$ cat src/rtl/uart_tx_ctrl.sv
// uart_tx_ctrl: 8-bit UART transmitter with start/stop framing and an optional even-parity bit.
// Ports: clk, rst (async, active-high); tx_start/data_in request a frame in IDLE;
// tx is the serial line; tx_busy marks a frame in flight; tx_done pulses once after the stop bit.
// Define UART_TX_PARITY_EN to insert an even-parity bit between D7 and stop (8E1 instead of 8N1).
module uart_tx_ctrl #(
  parameter int CLK_FREQ  = 100000000,
  parameter int BAUD_RATE = 115200
) (
  input  logic       clk,
  input  logic       rst,
  input  logic       tx_start,
  input  logic [7:0] data_in,
  output logic       tx,
  output logic       tx_busy,
  output logic       tx_done
);
  localparam int DIV = CLK_FREQ / BAUD_RATE;
  localparam int CW = (DIV < 2) ? 1 : $clog2(DIV);
  localparam logic [CW-1:0] LAST = CW'(DIV - 1);
  if (DIV < 2) begin : g_div_check
    $error("uart_tx_ctrl: CLK_FREQ/BAUD_RATE must be at least 2");
  end
`ifdef UART_TX_PARITY_EN
  typedef enum logic [2:0] {IDLE, START, DATA, PARITY, STOP} state_t;
`else
  typedef enum logic [2:0] {IDLE, START, DATA, STOP} state_t;
`endif
  state_t state, state_n;
  logic [CW-1:0] cnt, cnt_n;
  logic [2:0] idx, idx_n;
  logic [7:0] dq, dq_n;
  logic tx_n, busy_n, done_n;
  logic wrap;
  assign wrap = cnt == LAST;
  always_ff @(posedge clk or posedge rst)
    if (rst) begin
      state   <= IDLE;
      cnt     <= '0;
      idx     <= '0;
      dq      <= '0;
      tx      <= 1'b1;
      tx_busy <= 1'b0;
      tx_done <= 1'b0;
    end else begin
      state   <= state_n;
      cnt     <= cnt_n;
      idx     <= idx_n;
      dq      <= dq_n;
      tx      <= tx_n;
      tx_busy <= busy_n;
      tx_done <= done_n;
    end
  // Outputs are computed one cycle ahead so the line level changes on the same edge as the state.
  always_comb begin
    state_n = state;
    cnt_n   = wrap ? '0 : cnt + 1'b1;
    idx_n   = idx;
    dq_n    = dq;
    tx_n    = tx;
    busy_n  = tx_busy;
    done_n  = 1'b0;
    case (state)
      IDLE: begin
        cnt_n  = '0;
        tx_n   = 1'b1;
        busy_n = 1'b0;
        if (tx_start) begin
          state_n = START;
          dq_n    = data_in;
          idx_n   = '0;
          tx_n    = 1'b0;
          busy_n  = 1'b1;
        end
      end
      START:
        if (wrap) begin
          state_n = DATA;
          tx_n    = dq[0];
        end
      DATA:
        if (wrap) begin
          if (idx == 3'd7) begin
`ifdef UART_TX_PARITY_EN
            state_n = PARITY;
            tx_n    = ^dq;
`else
            state_n = STOP;
            tx_n    = 1'b1;
`endif
          end else begin
            idx_n = idx + 3'd1;
            tx_n  = dq[idx + 3'd1];
          end
        end
`ifdef UART_TX_PARITY_EN
      PARITY:
        if (wrap) begin
          state_n = STOP;
          tx_n    = 1'b1;
        end
`endif
      STOP:
        if (wrap) begin
          state_n = IDLE;
          tx_n    = 1'b1;
          busy_n  = 1'b0;
          done_n  = 1'b1;
        end
      default: begin
        state_n = IDLE;
        tx_n    = 1'b1;
        busy_n  = 1'b0;
      end
    endcase
  end
endmodule

$ cat config.mk
export PLATFORM = sky130hd
export DESIGN_NAME = uart_tx_ctrl
export DESIGN_NICKNAME = d
export VERILOG_FILES = /design/src/rtl/uart_tx_ctrl.sv
export SDC_FILE = /design/constraint.sdc
export NUM_CORES = 1
export LEC_CHECK = 0
export ABC_CLOCK_PERIOD_IN_PS = 2110
export BUFFER_PORTS_ARGS = -buffer_cell sky130_fd_sc_hd__buf_2
export CAP_MARGIN = 10
export CORE_AREA = 2 2 60 62
export DETAILED_ROUTE_END_ITERATION = 8
export DIE_AREA = 0 0 62 64
export SETUP_SLACK_MARGIN = 0.02
export SLEW_MARGIN = 20
export SYNTH_ARGS = -nofsm -noshare
export SYNTH_HDL_FRONTEND = slang
export SYNTH_SLANG_ARGS = --single-unit
$ cat constraint.sdc
create_clock -name clk -period 2.11 [get_ports clk]
set_input_delay 0.3165 -clock clk [delete_from_list [all_inputs] [get_ports clk]]
set_output_delay 0.3165 -clock clk [all_outputs]
set_load 0.05 [all_outputs]
# Yosys cells after proc, flatten, opt, wreduce, memory -nomap -nowiden
# Cells that the tools add are included.
totals:
  latchBits: 0
  input_bits: 11
  regBits: 27
  rom_bits: 0
  ramBits: 0
  output_inout_bits: 3
  n_memories: 0
  wordCells: 55
classes:
  n_eq_ne: 11
  bitwise_logic: 1
  multipliers: 0
  n_div: 0
  shifts: 0
  n_reduce_logical: 8
  magnitude_cmp: 1
  add_sub_neg: 2
  mux: 25
op_table:
  columns: ["operator", "n"]
  rows:
  - ["3-bit 2-to-1 mux", 8]
  - ["10-bit 2-to-1 mux", 2]
  - ["2-bit inequality test (second input constant)", 6]
  - ["3-bit one-hot mux with 4 select lines", 1]
  - ["10-bit by 1-bit adder with 10-bit output (second input constant)", 1]
  - ["10-bit == test (second input constant)", 1]
  - ["1-bit 2-to-1 mux", 10]
  - ["3-bit by 2-bit == test with 1-bit output (second input constant)", 2]
  - ["3-bit one-hot mux with 2 select lines", 1]
  - ["5-bit AND reduction", 1]
  - ["3-bit by 4-bit less-than comparator with 1-bit output (second input constant)", 1]
  - ["1-bit one-hot mux with 4 select lines", 1]
  - ["2-bit AND reduction", 2]
  - ["4-bit AND reduction", 1]
  - ["3-bit by 1-bit adder with 3-bit output (second input constant)", 1]
  - ["1-bit binary-select mux with 3-bit select", 1]
  - ["3-bit by 1-bit == test with 1-bit output (second input constant)", 1]
  - ["3-bit == test (second input constant)", 1]
  - ["3-bit zero test", 1]
  - ["1-bit one-hot mux with 3 select lines", 1]
  - ["3-bit AND reduction", 1]
  - ["2-bit nonzero test", 1]
  - ["2-bit OR reduction", 1]
  - ["1-bit NOT", 1]

# Depth between registers and ports, before layout
# Gate-level depths: netlist of run 1.
logic_depth:
  depth_word: 6
  mapped_depth: 7
  ltp_nobuf: 6

# Worst setup path after synthesis of run 1
# OpenSTA, ideal clock, no wires.
synth_path:
  kind: "flip-flop to flip-flop"
  startpoint: "register state[0]"
  endpoint: "register idx[0]"
  t_required_ns: 1.988
  stages_incl_launch_ff: 8
  synth_period_minus_slack_ns: 1.700
  t_arrival_ns: 1.579
  setup_slack_ns: 0.410
  path_buffers: 1
  setup_time_ns: 0.122
  cell_sequence: "dfrtp_1 -> inv_1 -> ha_1 -> clkbuf_2 -> inv_1 -> o21ai_0 -> o21ai_0 -> a32o_1"
synth_between:
  elab_chain_cells: 3
  elab_cells_between_ends: 8
  classes_between: "4 x eq/ne; 1 x mux; 3 x reduce/logical"
synth_lines:
  columns: ["item", "line", "text"]
  rows:
  - ["start: declaration", "28", "state_t state, state_n;"]
  - ["start signal: assignment", "45", "state <= state_n;"]
  - ["3-bit by 2-bit == test with 1-bit output / 3-bit zero test (equally long branches)", "62", "case (state)"]
  - ["2-bit inequality test (no source line) / 2-bit nonzero test (equally long branches)", null, null]
  - ["4-bit AND reduction (no source line)", null, null]
  - ["end signal: assignment", "47", "idx <= idx_n;"]
  - ["end: declaration", "30", "logic [2:0] idx, idx_n;"]
# Parallel ways exist; a longest one is shown, timed or not.
# A chain may end at the register's enable or synchronous reset.

# Final worst setup path of run 1
layout_path:
  startpoint: "register state[0]"
  endpoint: "register state[1]"
layout_between:
  elab_chain_cells: 3
  elab_cells_between_ends: 11
  classes_between: "8 x eq/ne; 1 x mux; 2 x reduce/logical"
layout_lines:
  columns: ["item", "line"]
  rows:
  - ["3-bit by 2-bit == test with 1-bit output (tied with other cells)", "62"]
  - ["2-bit inequality test (no source line)", null]
  - ["5-bit AND reduction (no source line)", null]
# Parallel ways exist; a longest one is shown, timed or not.

==> metrics.txt, run 1 <==
Mapped Area=1359 sq um; worst slew pin tran=slightly above 0.4 ns; Die Span X=around 62 um; DRC Markers=0; sequential share of power=a little under two thirds; first-pass GRT wire length=~4.6 mm; Setup TNS=0 ns; CP max stage cell=dfrtp_1; Final nets=around 160; final core utilization=47.05%; detailed-route via count=slightly above 900; Worst Hold Slack=around 0.21 ns; Netlist cell types=33; dpl hpwl=1.879 mm; Internal Power=614.4 uW; final setup violation count=0; Final Cycle Share=roughly 85%; Core Rows=21; share of cells above drive strength 1=about 27%; GRT busiest layer=met2; met2 Use GR=between 20% and 30%; antenna violations before repair=0; port bufs=13; Post-Route WL=approximately 2.5 mm; Die Height=between 60 and 70 um; crit-path cells=inv_1 -> ha_1 -> nor3_1 -> a31oi_1 -> nor3_2 -> mux2_2; Via density=roughly 5.0; clock group share of total power=about a third; core area=approximately 3300 sq um; first-pass iteration count of the detailed router=4; CTS clk-pin slew, worst paths=~0.15 ns; HP Class=input port to flop; syn_nets=approximately 140; Crit path arrival time=between 2 and 2.5 ns; asr flop ratio synth=100.0%; Pleak=0.0007588 uW; largest net degree at the start of global routing=15; setup slack after layout=about 0.32 ns; I/O pin total=14; DIE AREA=3968 sq um; CTS Buf Count=3; Fill cells=319; Finished Cell Area=1545 sq um; sw frac=roughly a fifth; commonest non-fill, non-tap cells in the layout=dfrtp_1 (25), nor2_1 (13), buf_2 (13); routing usage on met3=2.429%; CTS-repair resized insts=0; P&R area growth vs syn=13.72%; Required @ worst endpoint=between 2 and 2.5 ns; Synth Flop Type=dfrtp_1; reg-to-reg slack, setup=approximately 0.32 ns; clk sinks=26; RSZ-0062 raised after global routing=no; Slew HR=slightly above 70%; peak supply drop=roughly 0.21 mV; Seq cells post-synth=26; Root Buffer=clkbuf_4; Place WS=between 0.3 and 0.4 ns; cells after synthesis=around 120; number of max-cap violations=0; cell area after placement=~1500 sq um; final hold viol count=0; Setup Crit Path Kind=flop to flop; GP Congestion=approximately 0.87; Initial Util=41.37%; Psw=between 150 and 200 uW; clock tree buffer depth=2; status=finished, final reports clean; yosys warns=0; most common cell after layout, fill and taps aside=dfrtp_1; antenna-violating nets left=0; CTS tree=yes; Worst Skew=between 0.006 and 0.007 ns; CTS H-Tree Depth=1; Syn Area/Cell=~11 sq um; vias in the first global route=980; EDFF count, synth=0; Slew Limit Fails=0; P per Cell Area=505.5 nW/um^2; Crit Path Max Fanout=8; register area share after synthesis=between 40% and 50%; aggregate global routing overflow=0; Worst Setup End Kind=flop; crit-path max cell delay=between 0.4 and 0.5 ns; fmax=about 560 MHz; GR Util met1=between 20 and 25%; crit start category=flop; Worst-Skew Late Latency=0.33 ns; initial DRC count=37; routed len/inst=13.25 um; logic gate share of total power=3.0%; ant diodes=0; Total GRT Usage=15.51%; crit path time final=around 1.8 ns
[Yosys cell counts, types with 3 or more instances]
| library cell | instances | area share (%) |
|---|---|---|
| xor2_1 | 6 | 3.9 |
| o21ai_0 | 3 | 1.1 |
| nand3_1 | 6 | 2.2 |
| and3_1 | 3 | 1.4 |
| mux2_2 | 11 | 9.1 |
| nand2_1 | 4 | 1.1 |
| ha_1 | 8 | 7.4 |
| nor2_1 | 13 | 3.6 |
| dfrtp_1 | 25 | 46 |
| inv_1 | 9 | 2.5 |
| nand4_1 | 3 | 1.4 |
| buf_2 | 3 | 1.1 |
[kinds of logic (layout without fill, tap and decap cells)]
kind of cell | after synthesis | after routing | share of synthesized area, %
AND/OR/NAND/NOR | 40 | 40 | 16.39
flip-flops | 26 | 26 | 47.97
AO/OA/AOI/OAI | 14 | 14 | 7.643
multiplexers | 13 | 13 | 11.51
buffers and inverters | 13 | 32 | 3.959
adder cells (fa/ha/maj) | 8 | 8 | 7.367
XOR/XNOR | 8 | 8 | 5.157
[sequential cells by signal, summed over array words and instances (netlist names)]
name / count
tx_done: 1
idx: 3
dq: 8
state: 2
cnt: 10
tx_busy: 1
tx: 1
[critical path, delay by kind of cell, from the launching register on]
| family | cells | cell delay (ns) |
|---|---|---|
| AOI/OAI and AO/OA | 1 | 0.09 |
| adders and majority gates | 1 | 0.30 |
| buffers and inverters | 1 | 0.09 |
| DFF | 1 | 0.43 |
| muxes | 1 | 0.36 |
| and+or+nand+nor | 2 | 0.42 |
[through the flow]
| step | instances | power [uW] |
|---|---|---|
| global route | 187 | 813.9 |
| floorplan | 122 | 515.3 |
| CTS | 187 | 791.3 |
| finish | 187 | 781.2 |
| global placement | 182 | 529.8 |
| detailed placement | 182 | 530.7 |
[power by group through the flow]
stage	logic, uW	registers [uW]	clock network [uW]
floorplan	7.55	508	0
global placement	22.1	508	0
detailed placement	23.0	508	0
CTS	24.5	499	268
global route	27.5	499	288
finish	23.3	498	259
[layout make-up]
type | instances | area (sq um) | share of cell area, %
timing repair buffer | 19 | 112.6 | 7.287
inverter | 9 | 33.78 | 2.186
tap | 46 | 57.56 | 3.725
sequential | 26 | 651.9 | 42.19
clock buffer | 4 | 36.28 | 2.348
multi-input combinational | 83 | 653.1 | 42.27
[timing repair]
| item | CTS | global route |
|---|---|---|
| hold buffers | 1 | 0 |
| setup buffers | 0 | 0 |
| setup endpoints to repair | 0 | 0 |
| endpoints found under the hold margin | 8 | 0 |
[routing by layer]
metal  share of wire [%]  vias to the layer above
met5                   0                        -
li1                    -                      465
met4                 1.5                        0
met3                 3.3                        4
met1                  49                      441
met2                  46                       20
[path summary, 6_finish.rpt]
| check | to | startpoint | depth (start not counted) |
|---|---|---|---|
| setup / recovery | state[1] | state[0] | 6 |
| hold / removal | dq[1] | data_in[1] | 2 |
| setup reg to reg | state[1] | state[0] | 6 |
| hold reg to reg | cnt[0] | cnt[0] | 1 |
| max in group asynchronous | state[1] | rst | 4 |
| min in group asynchronous | dq[1] | rst | 3 |
Power figures use the tool's default switching activity.
==> run 2: changes to the inputs <==
- ABC_CLOCK_PERIOD_IN_PS: 2110 -> 1750
- clock period: 2.11 -> 1.75 ns (I/O delays scaled with it)
==> run 2 against run 1 <==
  * First-iteration DRC count down 24%
  * Core utilization is 2.7 points higher
  * Global-route usage shrank 1.1 points
  * Critical path type unchanged
  * Die area did not move
  * Register-to-register slack got worse by 0.30 ns
  * Highest routed layer unchanged
==> metrics.txt, run 2 (synthesized netlist as in run 1, its figures left out) <==
status=finished, final reports clean; HP Class=input port to flop; Pleak=0.0007871 uW (+3.7%); Core Rows=21 (unchanged); GP Congestion=0.8002 (-7.9%); Psw=187.2 uW (+12%); ant diodes=0 (unchanged); final hold viol count=0 (unchanged); Final nets=168 (+4.3%); routed len/inst=13.62 um (+2.8%); Root Buffer=clkbuf_4; Setup Crit Path Kind=flop to flop; Fill cells=300 (-6.0%); Required @ worst endpoint=1.97 ns (-0.37 ns); final setup violation count=0 (unchanged); Initial Util=41.37% (unchanged); Largest Register=cnt; Critical Path Most Common Cell=nor3_2; peak supply drop=0.3989 mV (+92%); Slew Limit Fails=0 (unchanged); Total GRT Usage=14.44% (-1.1 points); Internal Power=700.8 uW (+14%); dpl hpwl=1.838 mm (-2.2%); detailed-route via count=1,005 (+8.1%); clock tree buffer depth=2 (unchanged); Crit Path Max Fanout=5 (-3); crit-path max cell delay=0.47 ns (+0.04 ns); max reg flops=10 (unchanged); I/O pin total=14 (unchanged); antenna-violating nets left=0 (unchanged); CTS H-Tree Depth=1 (unchanged); Regs by FF count=cnt (10), dq (8), idx (3); Worst-Skew Late Latency=0.31 ns (-0.02 ns); final core utilization=49.71% (+2.7 points); core area=3284 sq um (unchanged); Slew HR=75.89% (+3.2 points); reg-to-reg slack, setup=0.02 ns (-0.30 ns); share of cells above drive strength 1=37.16% (+10 points); Crit path arrival time=1.94 ns (-0.08 ns); most common cell after layout, fill and taps aside=dfrtp_1; Seq. cell area=653.1 sq um (+0.19%); port bufs=13 (unchanged); RSZ-0062 raised after global routing=yes; logic gate share of total power=2.9% (about the same); largest net degree at the start of global routing=27 (+12); Final Cycle Share=98.71% (+14 points); DIE AREA=3968 sq um (unchanged); Die Height=64 um (unchanged); first-pass GRT wire length=4.416 mm (-4.0%); Crit path max-delay family=simple AND/OR/NAND/NOR gates; fmax=578.9 MHz (+3.7%); first-pass iteration count of the detailed router=4 (unchanged); DRC Markers=0 (unchanged); antenna violations before repair=0 (unchanged); crit path time final=1.727 ns (-0.06330 ns); worst slew pin tran=0.3526 ns (-0.05703 ns); Worst Setup End Kind=flop; aggregate global routing overflow=0 (unchanged); Die Span X=62 um (unchanged); Post-Route WL=2.643 mm (+6.7%); initial DRC count=28 (-24%); P&R area growth vs syn=20.17%; sw frac=21.08% (-0.27 points); Buf/Inv on CP=0 (-1); clock group share of total power=29.4% (-3.8 points); crit-path cells=ha_1 -> nor3_2 -> a31oi_2 -> nor3_2 -> mux2_2; clk sinks=26 (unchanged); Post-Place Cells=185 (+1.6%); CTS Buf Count=3 (unchanged); crit start category=flop; Worst Skew=0.006051 ns (-0.0003511 ns); vias in the first global route=938 (-4.3%); CTS tree=yes; commonest non-fill, non-tap cells in the layout=dfrtp_1 (24), nor2_1 (13), buf_2 (13); sequential share of power=67.7% (+3.9 points); CP max stage cell=dfrtp_2; CTS clk-pin slew, worst paths=0.14 ns (about the same); number of max-cap violations=0 (unchanged); Layout Cells excl Fill=194 (+3.7%); Via density=5.180 (+4.2%); multi-input combinational cell area=693.2 sq um (+6.1%); P per Cell Area=543.8 nW/um^2 (+7.6%)
-- run 2: area by class of cell --
type	instances	area share, %
Inverter	9	2.069
Timing Repair Buffer	26	10.34
Clock buffer	4	1.609
Tap cell	46	3.525
Sequential cell	26	40.00
Multi-Input combinational cell	83	42.45
-- run 2: path summary, 6_finish.rpt --
path | from | to | cells after the start
setup / recovery | state[1] | state[1] | 5
hold / removal | data_in[0] | dq[0] | 2
setup reg to reg | state[1] | state[1] | 5
hold reg to reg | dq[6] | dq[6] | 1
max in group asynchronous | rst | tx | 4
min in group asynchronous | rst | idx[1] | 4
-- run 2: timing repair --
action	CTS	global route
hold endpoints to repair	25	0
gates resized for setup	0	14
buffers inserted	1	3
pin swaps	1	2
setup endpoints to repair	1	12
hold buffers	1	0
gates cloned	0	0
-- run 2: power by group through the flow --
stage / clock, uW / sequential (uW) / combinational (uW)
2_1_floorplan: 0 / 612 / 9.11
5_1_grt: 303 / 601 / 30.5
6_report: 261 / 601 / 25.9
3_3_place_gp: 0 / 612 / 24.2
4_1_cts: 270 / 601 / 27.1
3_5_place_dp: 0 / 612 / 25.3
-- run 2: routing by layer --
layer  vias to the layer above  track usage (%)  wire (um)
li1                        481                -          -
met1                       510            21.86       1218
met2                        12            21.48       1341
met3                         2            3.036         65
met4                         0            2.394         18
met5                         -                0          0
-- run 2: through the flow --
step / instance area (sq um) / setup slack [ns] / hold WS (ns) / TNS (ns) / total power, uW
finish: 1633 / 0.02254 / 0.1697 / 0 / 888.0
CTS: 1565 / 0.04070 / 0.1670 / 0 / 898.2
global placement: 1521 / 0.06761 / 0.3256 / 0 / 636.4
floorplan: 1359 / 0.04971 / 0.3018 / 0 / 621.3
global route: 1633 / -0.08016 / 0.1474 / -0.08287 / 934.9
detailed placement: 1521 / 0.02219 / 0.3334 / 0 / 637.5
